[config.mk]
export PLATFORM = sky130hd
export DESIGN_NAME = uart_tx_queue
export DESIGN_NICKNAME = d
export VERILOG_FILES = /design/src/rtl/uart_pkg.sv /design/src/rtl/uart_byte_fifo.sv /design/src/rtl/uart_tx_queue.sv
export SDC_FILE = /design/constraint.sdc
export NUM_CORES = 1
export LEC_CHECK = 0
export ABC_CLOCK_PERIOD_IN_PS = 4100
export CAP_MARGIN = 40
export CORE_MARGIN = 2
export CORE_UTILIZATION = 55
export CTS_BUF_LIST = sky130_fd_sc_hd__clkbuf_4
export DETAILED_ROUTE_END_ITERATION = 16
export PLACE_DENSITY_LB_ADDON = 0.15
export SLEW_MARGIN = 20
export SYNTH_ARGS = -nofsm -noshare
export SYNTH_HDL_FRONTEND = slang
export SYNTH_SLANG_ARGS = --single-unit
export TNS_END_PERCENT = 5
[constraint.sdc]
create_clock -name sysclk -period 4.1 [get_ports sysclk]
set_input_delay 0.82 -clock sysclk [delete_from_list [all_inputs] [get_ports sysclk]]
set_output_delay 0.82 -clock sysclk [all_outputs]
set_load 0.02 [all_outputs]
[src/rtl/uart_pkg.sv]
// Shared UART definitions: byte type, transmit-queue FSM states and default queue depth.
package uart_pkg;

    typedef logic [7:0] uart_byte_t;

    typedef enum logic [1:0] {
        IDLE       = 2'd0,
        LOAD       = 2'd1,
        WAIT_START = 2'd2,
        WAIT_DONE  = 2'd3
    } txq_state_t;

    localparam int UART_TXQ_DEFAULT_DEPTH = 16;

endpackage

[src/rtl/uart_byte_fifo.sv]
// Circular byte buffer with occupancy level and registered empty/full flags.
// A write to a full buffer is accepted only when a pop happens in the same cycle.
module uart_byte_fifo
    import uart_pkg::*;
#(
    parameter int DEPTH = UART_TXQ_DEFAULT_DEPTH
) (
    input  logic                   sysclk,
    input  logic                   reset,
    input  logic                   wr_en,
    input  uart_byte_t             wr_data,
    input  logic                   pop,
    output uart_byte_t             rd_data,
    output logic                   q_empty,
    output logic                   q_full,
    output logic [$clog2(DEPTH):0] q_level
);

    localparam int AW = $clog2(DEPTH);
    localparam int LW = AW + 1;
    localparam logic [LW-1:0] LVL_FULL = LW'(DEPTH);
    localparam logic [LW-1:0] LVL_ZERO = LW'(0);

    uart_byte_t     mem_r [DEPTH];
    logic [AW-1:0]  wr_ptr_r;
    logic [AW-1:0]  rd_ptr_r;
    logic [LW-1:0]  level_r;
    logic [LW-1:0]  level_nxt_s;
    logic           empty_r;
    logic           full_r;
    logic           push_s;

    // A pop in the same cycle frees the slot the incoming byte needs.
    assign push_s = wr_en && (!full_r || pop);

    // Next occupancy: push and pop together leave the level unchanged.
    always_comb begin
        level_nxt_s = level_r;
        case ({push_s, pop})
            2'b10:   level_nxt_s = level_r + LW'(1);
            2'b01:   level_nxt_s = level_r - LW'(1);
            default: level_nxt_s = level_r;
        endcase
    end

    // Pointers, level and status flags; flags are registered from the next level.
    always_ff @(posedge sysclk or posedge reset) begin
        if (reset) begin
            wr_ptr_r <= AW'(0);
            rd_ptr_r <= AW'(0);
            level_r  <= LVL_ZERO;
            empty_r  <= 1'b1;
            full_r   <= 1'b0;
        end else begin
            if (push_s) begin
                wr_ptr_r <= wr_ptr_r + AW'(1);
            end
            if (pop) begin
                rd_ptr_r <= rd_ptr_r + AW'(1);
            end
            level_r <= level_nxt_s;
            empty_r <= (level_nxt_s == LVL_ZERO);
            full_r  <= (level_nxt_s == LVL_FULL);
        end
    end

    // Byte storage; contents are don't-care until written, so no reset.
    always_ff @(posedge sysclk) begin
        if (push_s) begin
            mem_r[wr_ptr_r] <= wr_data;
        end
    end

    assign rd_data = mem_r[rd_ptr_r];
    assign q_empty = empty_r;
    assign q_full  = full_r;
    assign q_level = level_r;

endmodule

[src/rtl/uart_tx_queue.sv]
// Transmit byte queue between the CPU write path and the UART sender.
// Drains one byte at a time: present data, pulse tx_trigger, wait for tx_busy
// to rise (re-triggering after START_WAIT cycles) and then to fall.
// Optional feature macro: UART_TXQ_OVF_EN adds a sticky overflow flag.
module uart_tx_queue
    import uart_pkg::*;
#(
    parameter int DEPTH      = UART_TXQ_DEFAULT_DEPTH,
    parameter int START_WAIT = 8
) (
    input  logic                   sysclk,
    input  logic                   reset,
    input  logic                   wr_en,
    input  logic [7:0]             wr_data,
    input  logic                   tx_busy,
    output logic [7:0]             tx_data,
    output logic                   tx_trigger,
    output logic                   q_empty,
    output logic                   q_full,
    output logic [$clog2(DEPTH):0] q_level,
    output logic                   tx_idle
`ifdef UART_TXQ_OVF_EN
    ,output logic                  overflow
`endif
);

    localparam int CW = $clog2(START_WAIT + 1);
    localparam logic [CW-1:0] CNT_LAST = CW'(START_WAIT - 1);

    txq_state_t     state_r;
    txq_state_t     state_nxt_s;
    logic [CW-1:0]  cnt_r;
    logic [CW-1:0]  cnt_nxt_s;
    logic           pop_s;
    uart_byte_t     head_s;
    uart_byte_t     tx_data_r;
    logic           tx_trigger_r;
    logic           q_empty_s;
    logic           q_full_s;

    uart_byte_fifo #(
        .DEPTH (DEPTH)
    ) u_fifo (
        .sysclk  (sysclk),
        .reset   (reset),
        .wr_en   (wr_en),
        .wr_data (wr_data),
        .pop     (pop_s),
        .rd_data (head_s),
        .q_empty (q_empty_s),
        .q_full  (q_full_s),
        .q_level (q_level)
    );

    // Drain FSM next-state: only IDLE pops, so a byte is re-triggered until acknowledged.
    always_comb begin
        state_nxt_s = state_r;
        cnt_nxt_s   = cnt_r;
        pop_s       = 1'b0;
        case (state_r)
            IDLE: begin
                if (!q_empty_s && !tx_busy) begin
                    pop_s       = 1'b1;
                    state_nxt_s = LOAD;
                end else begin
                    state_nxt_s = IDLE;
                end
            end
            LOAD: begin
                cnt_nxt_s   = CW'(0);
                state_nxt_s = WAIT_START;
            end
            WAIT_START: begin
                if (tx_busy) begin
                    state_nxt_s = WAIT_DONE;
                end else if (cnt_r == CNT_LAST) begin
                    state_nxt_s = LOAD;
                end else begin
                    cnt_nxt_s = cnt_r + CW'(1);
                end
            end
            WAIT_DONE: begin
                if (!tx_busy) begin
                    state_nxt_s = IDLE;
                end else begin
                    state_nxt_s = WAIT_DONE;
                end
            end
            default: begin
                state_nxt_s = IDLE;
            end
        endcase
    end

    // FSM state, start-wait counter, presented byte and trigger pulse (high exactly in LOAD).
    always_ff @(posedge sysclk or posedge reset) begin
        if (reset) begin
            state_r      <= IDLE;
            cnt_r        <= CW'(0);
            tx_data_r    <= 8'h00;
            tx_trigger_r <= 1'b0;
        end else begin
            state_r      <= state_nxt_s;
            cnt_r        <= cnt_nxt_s;
            tx_trigger_r <= (state_nxt_s == LOAD);
            if (pop_s) begin
                tx_data_r <= head_s;
            end
        end
    end

`ifdef UART_TXQ_OVF_EN
    logic ovf_r;
    logic drop_s;

    assign drop_s = wr_en && q_full_s && !pop_s;

    // Sticky dropped-write flag; a write into an empty queue starts a fresh episode.
    always_ff @(posedge sysclk or posedge reset) begin
        if (reset) begin
            ovf_r <= 1'b0;
        end else if (drop_s) begin
            ovf_r <= 1'b1;
        end else if (wr_en && q_empty_s) begin
            ovf_r <= 1'b0;
        end
    end

    assign overflow = ovf_r;
`endif

    assign tx_data    = tx_data_r;
    assign tx_trigger = tx_trigger_r;
    assign q_empty    = q_empty_s;
    assign q_full     = q_full_s;
    assign tx_idle    = q_empty_s && (state_r == IDLE);

endmodule
==> results of run 1 <==
[area by class of cell]
| cell class | instances | area [µm²] | area share, % |
|---|---|---|---|
| clock inverter | 15 | 264.0 | 3.541 |
| timing repair buffer | 53 | 475.5 | 6.378 |
| clock buffer | 17 | 127.6 | 1.712 |
| sequential | 158 | 4597 | 61.67 |
| inverter | 10 | 37.54 | 0.5035 |
| multi-input combinational | 183 | 1774 | 23.80 |
| tap | 143 | 178.9 | 2.400 |
[how the worst min path moves through the flow]
stage                             startpoint                 end  depth (start not counted)
after detailed placement          tx_data[4]          tx_data[4]                          1
after global placement            tx_data[2]          tx_data[2]                          1
after CTS                         tx_data[4]          tx_data[4]                          1
after floorplan           u_fifo.rd_ptr_r[3]  u_fifo.rd_ptr_r[3]                          1
final                                  reset          state_r[0]                          2
after global routing                   reset            cnt_r[0]                          2
[cell families after synthesis]
logic type / Yosys count / synth area share (%)
AOI/OAI and AO/OA: 47 / 5.015
xor gates and xnor gates: 9 / 1.210
adders and majority gates: 9 / 1.729
buffers and inverters: 30 / 2.190
DFF: 158 / 70.57
muxes: 52 / 14.04
and+or+nand+nor: 66 / 5.245
[flip-flops by register name, summed over array words and instances, names as in the netlist, 2 cells and up]
signal           cells
u_fifo.wr_ptr_r      4
u_fifo.mem_r       128
u_fifo.rd_ptr_r      4
cnt_r                4
state_r              2
tx_data              8
u_fifo.q_level       5
[power by group through the flow]
stage	clock [W]	sequential (W)	combinational, W
after floorplan	0	0.00222	0.00110
after global placement	0	0.00226	0.00151
after detailed placement	0	0.00227	0.00153
after CTS	0.00123	0.00223	0.00154
after global routing	0.00130	0.00227	0.00164
final	0.00120	0.00223	0.00152
[cell usage after synthesis (2+ instances only)]
library cell  count  area [µm²]
nand2_1          14       52.55
nor4_1            2       12.51
mux4_2           31       698.2
and2_1            3       18.77
mux2i_1          16       160.2
nor3b_1           3       22.52
nand4_1           3       18.77
dfrtp_1          29       725.7
edfxtp_1        128        3844
or4_4             2       22.52
clkbuf_1          8       30.03
nor2_1           21       78.83
o21ai_0           6       30.03
buf_2             9       45.04
o31ai_1           3       22.52
inv_1             9       33.78
a21o_1            7       52.55
a21oi_1          11       55.05
buf_6             2       22.52
xnor2_1           8       70.07
nor3_1            8       40.04
mux2_2            5       56.30
ha_1              9       112.6
o22ai_1           9       56.30
nand2b_1          4       25.02
[metal layers]
| metal | vias to the layer above | routed length [µm] | global-route usage (%) |
|---|---|---|---|
| met5 | - | 0 | 0 |
| li1 | 1569 | - | - |
| met1 | 1692 | 5353 | 28.52 |
| met3 | 4 | 689 | 5.731 |
| met4 | 0 | 63 | 6.260 |
| met2 | 74 | 5887 | 31.22 |
[critical path: stages]
cell and delay, ps:
clkdlybuf4s50_1 430, or4_4 600, a21boi_4 200, inv_1 70
ha_1 210, xor2_1 170, ha_1 230, a21oi_1 130
mux2_2 370, mux2_2 310, and4bb_1 270
[per-stage QoR]
step | area (µm²) | util [%] | hold WS [ps] | instances | setup slack [ps]
3_3_place_gp | 7048 | 61.46 | 480.1 | 546 | 253.9
3_5_place_dp | 7048 | 61.46 | 486.2 | 546 | 223.3
5_1_grt | 7455 | 65.01 | 384.9 | 579 | 682.3
2_1_floorplan | 6513 | - | 492.8 | 371 | 656.8
4_1_cts | 7440 | 64.88 | 514.5 | 578 | 827.6
6_report | 7455 | 65.01 | 444.4 | 579 | 770.3
==> impl_metrics.toml, run 1 <==
[worst_setup_path]
worstSetupStartpoint = "tx_busy"
regToRegEndpoint = "u_fifo.q_empty"
path_class = "input pin to register"
crit_path_end = "u_fifo.q_empty"
r2r-start = "state_r[1]"
r2r_setup_slack_ps = 840
worstPathMaxFanout = 12
reg2regPathDepth = 10
worstPathArrival_ps = 3820
startpoint_type = "input pin"
critPathCaptureType = "register"
critPathRequiredTime_ps = 4590

[detailed_routing]
wl_um = 11990
drt_iter0_drc = 328
drc = 0
wl_per_cell_um = 20.71
routed_via_density = 5.767
ant_nets = 0
dr.pass1.iters = 4
dr_total_vias = 3339

[yosys]
ys.flop_type = "edfxtp_1"
avgSynthCellArea_um2 = 17.55
yosysWarnings = 0
ys_ff_latch = 158
async_flop_share_pct = 18.99
synth_edf_count = 128
synth_area_um2 = 6512
netlist-cell-type-count = 46
syn_inst = 371
syn-num-nets = 392
yosysSeqAreaShare_pct = 70.57

[timing]
setup_viol_count_final = 0
rsz0062_at_grt = "false"
fmax_mhz = 300.3
slew_violations = 0
tightest_slew_ps = 645.5
fin_skew_ps = 12.83
finalHoldViolCount = 0
setup_tns_ps = 0
period_share_pct = 81.21
relSlewSlack_pct = 56.97
fin_crit_ps = 3330

[cts]
clk_path_buf_depth = 2
cts_max_level = 4
post_cts_resized = 0
clk_pin_slew_ps = 130
cts_hold_buf = 0
cts_root_buf = "clkbuf_4"
numCtsBuffers = 17
cts_tree = "built"
insertion_delay_ps = 550
post_cts_buffers = 0
numClockSinks = 158

[power_and_ir_drop]
pwr-share-clk_pct = 24.3
power_density_nw_per_um2 = 663.7
p_comb_share_pct = 30.7
power_w = 0.004948
switchingPower_w = 0.001524
switching_share_pct = 30.80
internal-power_w = 0.003424
irDropWorstVdd_mv = 0.4394
power.leakage_nw = 2.631
seq_power_share_pct = 45.0

[final_layout]
fin_nets = 444
final_common_cell = "edfxtp_1"
fillers = 775
drive_gt1_share_pct = 22.48
layout_common_cells = "edfxtp_1, mux4_2, dfrtp_1, clkdlybuf4s50_1, buf_4"
antennaDiodeCount = 0
area_growth_pct = 14.47

[placed_design]
hpwlAfterDp_um = 7558
routabilityCongestion = 0.7242
portBuffers = 28

[floorplan]
initial_core_util_pct = 56.79
die_h_um = 112.8
rows = 39
coreArea_um2 = 11470
die_area_um2 = 12730
io_pins = 29
die_w_um = 112.8

[job]
maxCapViolations = 0

[min_path]
hold_path_class = "input pin to async pin"

[global_routing]
overflow = 0
grt_max_degree = 37
antenna_found_initial = 0
grt_pass1_vias = 3378
grt_pass1_wl_um = 18550
track_usage_pct = 20.22

[outcome]
status = "completed"
(Power assumes the default switching activity.)
==> run 2: changes to the inputs <==
--- a/config.mk
+++ b/config.mk
@@ -5,7 +5,7 @@
 export SDC_FILE = /design/constraint.sdc
 export NUM_CORES = 1
 export LEC_CHECK = 0
-export ABC_CLOCK_PERIOD_IN_PS = 4100
+export ABC_CLOCK_PERIOD_IN_PS = 3400
 export CAP_MARGIN = 40
 export CORE_MARGIN = 2
 export CORE_UTILIZATION = 55
==> constraint.sdc (replaced) <==
create_clock -name sysclk -period 3.4 [get_ports sysclk]
set_input_delay 0.68 -clock sysclk [delete_from_list [all_inputs] [get_ports sysclk]]
set_output_delay 0.68 -clock sysclk [all_outputs]
set_load 0.02 [all_outputs]
==> run 2 against run 1 <==
- final cell count increased by 1.7%
- die area unchanged
- first-iteration DRC count decreased by 2.1%
- non-clock buffer count increased by 10
- final area decreased by 0.77%
- global-route usage increased by 0.81 points
- power increased by 14%
- sequential cell count unchanged
- clock-buffer cell count increased by 2
- worst hold slack improved by 69 ps
- largest power group unchanged
==> impl_metrics.toml, run 2 (synthesis gave the netlist of run 1 again) <==
[outcome]
status = "completed"

[timing]
fin_skew_ps = 11.18
setup_tns_ps = 0
finalHoldViolCount = 0
relSlewSlack_pct = 44.47
tightest_slew_ps = 832.9
fin_crit_ps = 3096
period_share_pct = 91.05
setup_viol_count_final = 0
fmax_mhz = 323.0
holdWs_ps = 513.6
rsz0062_at_grt = "false"
slew_violations = 0

[floorplan]
coreArea_um2 = 11470
initial_core_util_pct = 56.79
rows = 39
die_h_um = 112.8
io_pins = 29
die_area_um2 = 12730
die_w_um = 112.8

[power_and_ir_drop]
irDropWorstVdd_mv = 0.4311
power_w = 0.005632
power.leakage_nw = 2.624
power_density_nw_per_um2 = 761.4

[cts]
insertion_delay_ps = 530
cts_max_level = 4
post_cts_resized = 0
cts_hold_buf = 0
clk_pin_slew_ps = 120
cts_tree = "built"
numCtsBuffers = 17
post_cts_buffers = 0
clk_path_buf_depth = 2
cts_root_buf = "clkbuf_4"
numClockSinks = 158

[final_layout]
area_growth_pct = 13.58
drive_gt1_share_pct = 24.44
final_common_cell = "edfxtp_1"
top_register = "u_fifo.mem_r"
fillers = 803
layout_common_cells = "edfxtp_1, buf_4, mux4_2"
fin_nets = 454
largest_reg_flops = 128
antennaDiodeCount = 0

[worst_setup_path]
worstPathArrival_ps = 3540
startpoint_type = "input pin"
critPathCaptureType = "register"
critPathRequiredTime_ps = 3850
worstPathMaxFanout = 3
path_class = "input pin to register"

[detailed_routing]
dr.pass1.iters = 4
routed_via_density = 5.839
drt_iter0_drc = 321
drc = 0
wl_per_cell_um = 20.99
wl_um = 12360
dr_total_vias = 3439
ant_nets = 0

[global_routing]
track_usage_pct = 21.04
antenna_found_initial = 0
grt_pass1_vias = 3507
grt_pass1_wl_um = 19570
grt_max_degree = 31
overflow = 0

[placed_design]
hpwlAfterDp_um = 8024
routabilityCongestion = 0.8216
portBuffers = 28

[min_path]
hold_path_class = "register to register"

[job]
maxCapViolations = 0
run 2: cell type report:
class | count | area (µm²) | area share [%]
Inverter | 10 | 37.54 | 0.5074
Timing Repair Buffer | 63 | 550.5 | 7.442
Clock buffer | 19 | 142.6 | 1.928
Multi-Input combinational cell | 183 | 1774 | 23.99
Clock inverter | 13 | 116.4 | 1.573
Sequential cell | 158 | 4597 | 62.14
Tap cell | 143 | 178.9 | 2.419
run 2: report_power, final:
group,internal (W),switching [W]
sequential,0.00241,0.000290
clock,0.000382,0.000642
combinational,0.000971,0.000939
total,0.00376,0.00187
run 2: worst max-delay path, cell delays in order:
cell,delay [ps]
clkdlybuf4s50_1,430
or4_4,520
a21boi_4,170
inv_1,60
ha_1,210
xor2_1,170
ha_1,220
o221ai_1,190
o31ai_1,130
or4_4,540
a211oi_2,220
run 2: final timing paths:
kind / slack [ps] / startpoint / end / cells after the start
setup / recovery: 300 / tx_busy / u_fifo.q_full / 11
setup reg to reg: 460 / state_r[0] / u_fifo.q_full / 10
min in group asynchronous: 540 / reset / tx_data[2] / 3
max in group asynchronous: 2540 / reset / u_fifo.q_empty / 3
hold reg to reg: 510 / tx_data[2] / tx_data[2] / 1
hold / removal: 510 / tx_data[2] / tx_data[2] / 1
run 2: routing by layer:
metal / up-vias / share of wire, % / GRT usage (%)
li1: 1591 / - / -
met4: 0 / 1.6 / 6.748
met5: - / 0 / 0
met2: 89 / 49 / 33.65
met1: 1744 / 43 / 28.92
met3: 15 / 5.8 / 5.303
run 2: per-stage QoR:
step | utilization, % | std cells | instance area [µm²] | setup slack (ps)
finish | 64.51 | 589 | 7397 | 304.4
global route | 64.51 | 589 | 7397 | 228.4
CTS | 64.38 | 588 | 7382 | 328.7
detailed placement | 62.12 | 556 | 7123 | -232.6
global placement | 62.12 | 556 | 7123 | -167.9
floorplan | - | 371 | 6513 | 96.82
==> run 3: changes to the inputs <==
--- a/config.mk
+++ b/config.mk
@@ -8,7 +8,7 @@
 export ABC_CLOCK_PERIOD_IN_PS = 3400
 export CAP_MARGIN = 40
 export CORE_MARGIN = 2
-export CORE_UTILIZATION = 55
+export CORE_UTILIZATION = 60
 export CTS_BUF_LIST = sky130_fd_sc_hd__clkbuf_4
 export DETAILED_ROUTE_END_ITERATION = 16
 export PLACE_DENSITY_LB_ADDON = 0.15
==> run 3 against run 2 <==
- critical path depth is the same
- clock power increased by 7%
- sequential share of layout area decreased by 0.21 points
- setup slack improved by 43 ps
- final cell count down 0.68%
- largest power group unchanged
- clock-buffer cell count fell by 1
- first-iteration DRC count is 25% lower
- non-clock buffer count shrank 1
==> impl_metrics.toml, run 3 (synthesis gave the netlist of run 1 again) <==
[worst_setup_path]
worstPathMaxFanout = 3
startpoint_type = "input pin"
path_class = "input pin to register"
critPathCaptureType = "register"
worstPathArrival_ps = 3510
critPathRequiredTime_ps = 3860

[timing]
relSlewSlack_pct = 57.96
fin_crit_ps = 3053
slew_violations = 0
tightest_slew_ps = 628.7
finalHoldViolCount = 0
fmax_mhz = 327.5
fin_skew_ps = 14.12
period_share_pct = 89.80
rsz0062_at_grt = "false"
finalWorstSetupSlack_ps = 346.9
setup_viol_count_final = 0

[detailed_routing]
top_layer = "met4"
wl_met2_um = 6246
drt_iter0_drc = 240
drc = 0
routed_via_density = 5.949
dr.pass1.iters = 5
dr_wl_met3_um = 568
wl_um = 12260
wl_per_cell_um = 20.96
ant_nets = 0
dr_total_vias = 3480
m1WireLength_um = 5271

[global_routing]
grt_pass1_vias = 3615
antenna_found_initial = 0
overflow = 0
track_usage_pct = 23.29
grt_pass1_wl_um = 19400
grt_max_degree = 37

[cts]
cts_root_buf = "clkbuf_4"
post_cts_resized = 0
cts_tree = "built"
numClockSinks = 158
numCtsBuffers = 17
cts_hold_buf = 0
post_cts_buffers = 0
clk_pin_slew_ps = 130
clk_path_buf_depth = 2
cts_max_level = 4
insertion_delay_ps = 540

[final_layout]
fin_util_pct = 69.38
largest_reg_flops = 128
top_register = "u_fifo.mem_r"
fin_nets = 453
antennaDiodeCount = 0
layout_common_cells = "edfxtp_1, buf_4, mux4_2"
drive_gt1_share_pct = 24.04
final_common_cell = "edfxtp_1"
area_growth_pct = 13.97

[placed_design]
pre_cts_slack_ps = -220.2
routabilityCongestion = 0.7986
hpwlAfterDp_um = 8046
portBuffers = 28

[floorplan]
initial_core_util_pct = 60.88
rows = 38
io_pins = 29
die_h_um = 108.2
coreArea_um2 = 10700
die_w_um = 108.2
die_area_um2 = 11700

[outcome]
status = "completed"

[job]
maxCapViolations = 0

[power_and_ir_drop]
power.leakage_nw = 2.630
irDropWorstVdd_mv = 0.4153
power_density_nw_per_um2 = 768.3

[min_path]
hold_path_class = "register to register"
==> run 3: through the flow <==
| step | hold WS [ps] | power (W) | area [µm²] | TNS, ps | instances |
|---|---|---|---|---|---|
| 4_1_cts | 498.7 | 0.005728 | 7402 | 0 | 584 |
| 5_1_grt | 533.4 | 0.006038 | 7422 | 0 | 585 |
| 2_1_floorplan | 492.8 | 0.003997 | 6513 | 0 | 371 |
| 3_3_place_gp | 463.2 | 0.004577 | 7124 | -297.0 | 552 |
| 3_5_place_dp | 469.5 | 0.004642 | 7124 | -480.4 | 552 |
| 6_report | 497.1 | 0.005702 | 7422 | 0 | 585 |
==> run 3: cell type report <==
type                    count  area [µm²]
clock buffers              18       135.1
clock inverters            14       142.6
fillers                   726        3276
inverters                  10       37.54
multi-input cells         183        1774
flip-flops and latches    158        4597
well taps                 140       175.2
repair buffers             62       560.5
==> run 3: worst paths after layout <==
path                       slack [ps]  cells past startpoint        endpoint        from
max                               350                     11   u_fifo.q_full     tx_busy
min                               500                      1      tx_data[7]  tx_data[7]
max reg2reg                       470                     10   u_fifo.q_full  state_r[1]
min reg2reg                       500                      1      tx_data[7]  tx_data[7]
max in group asynchronous        2550                      3  u_fifo.q_empty       reset
min in group asynchronous         530                      3      state_r[1]       reset
==> run 3: critical path, cell delays in order <==
cell             delay [ps]
clkdlybuf4s50_1         430
or4_4                   510
a21boi_4                170
inv_1                    70
ha_1                    200
xor2_1                  160
ha_1                    220
o221ai_1                180
o31ai_1                 120
or4_4                   540
a211oi_2                220
==> run 3: per-layer routing <==
metal	vias up	GRT usage [%]
li1	1589	-
met1	1790	30.78
met2	89	38.50
met3	12	5.847
met4	0	7.509
met5	-	0
==> run 3: power breakdown <==
part           leakage [nW]  switching (W)  total [W]  internal, W
Sequential             1.52       0.000241    0.00265      0.00241
Clock                 0.146       0.000649    0.00109     0.000445
Combinational         0.960       0.000973    0.00196     0.000987
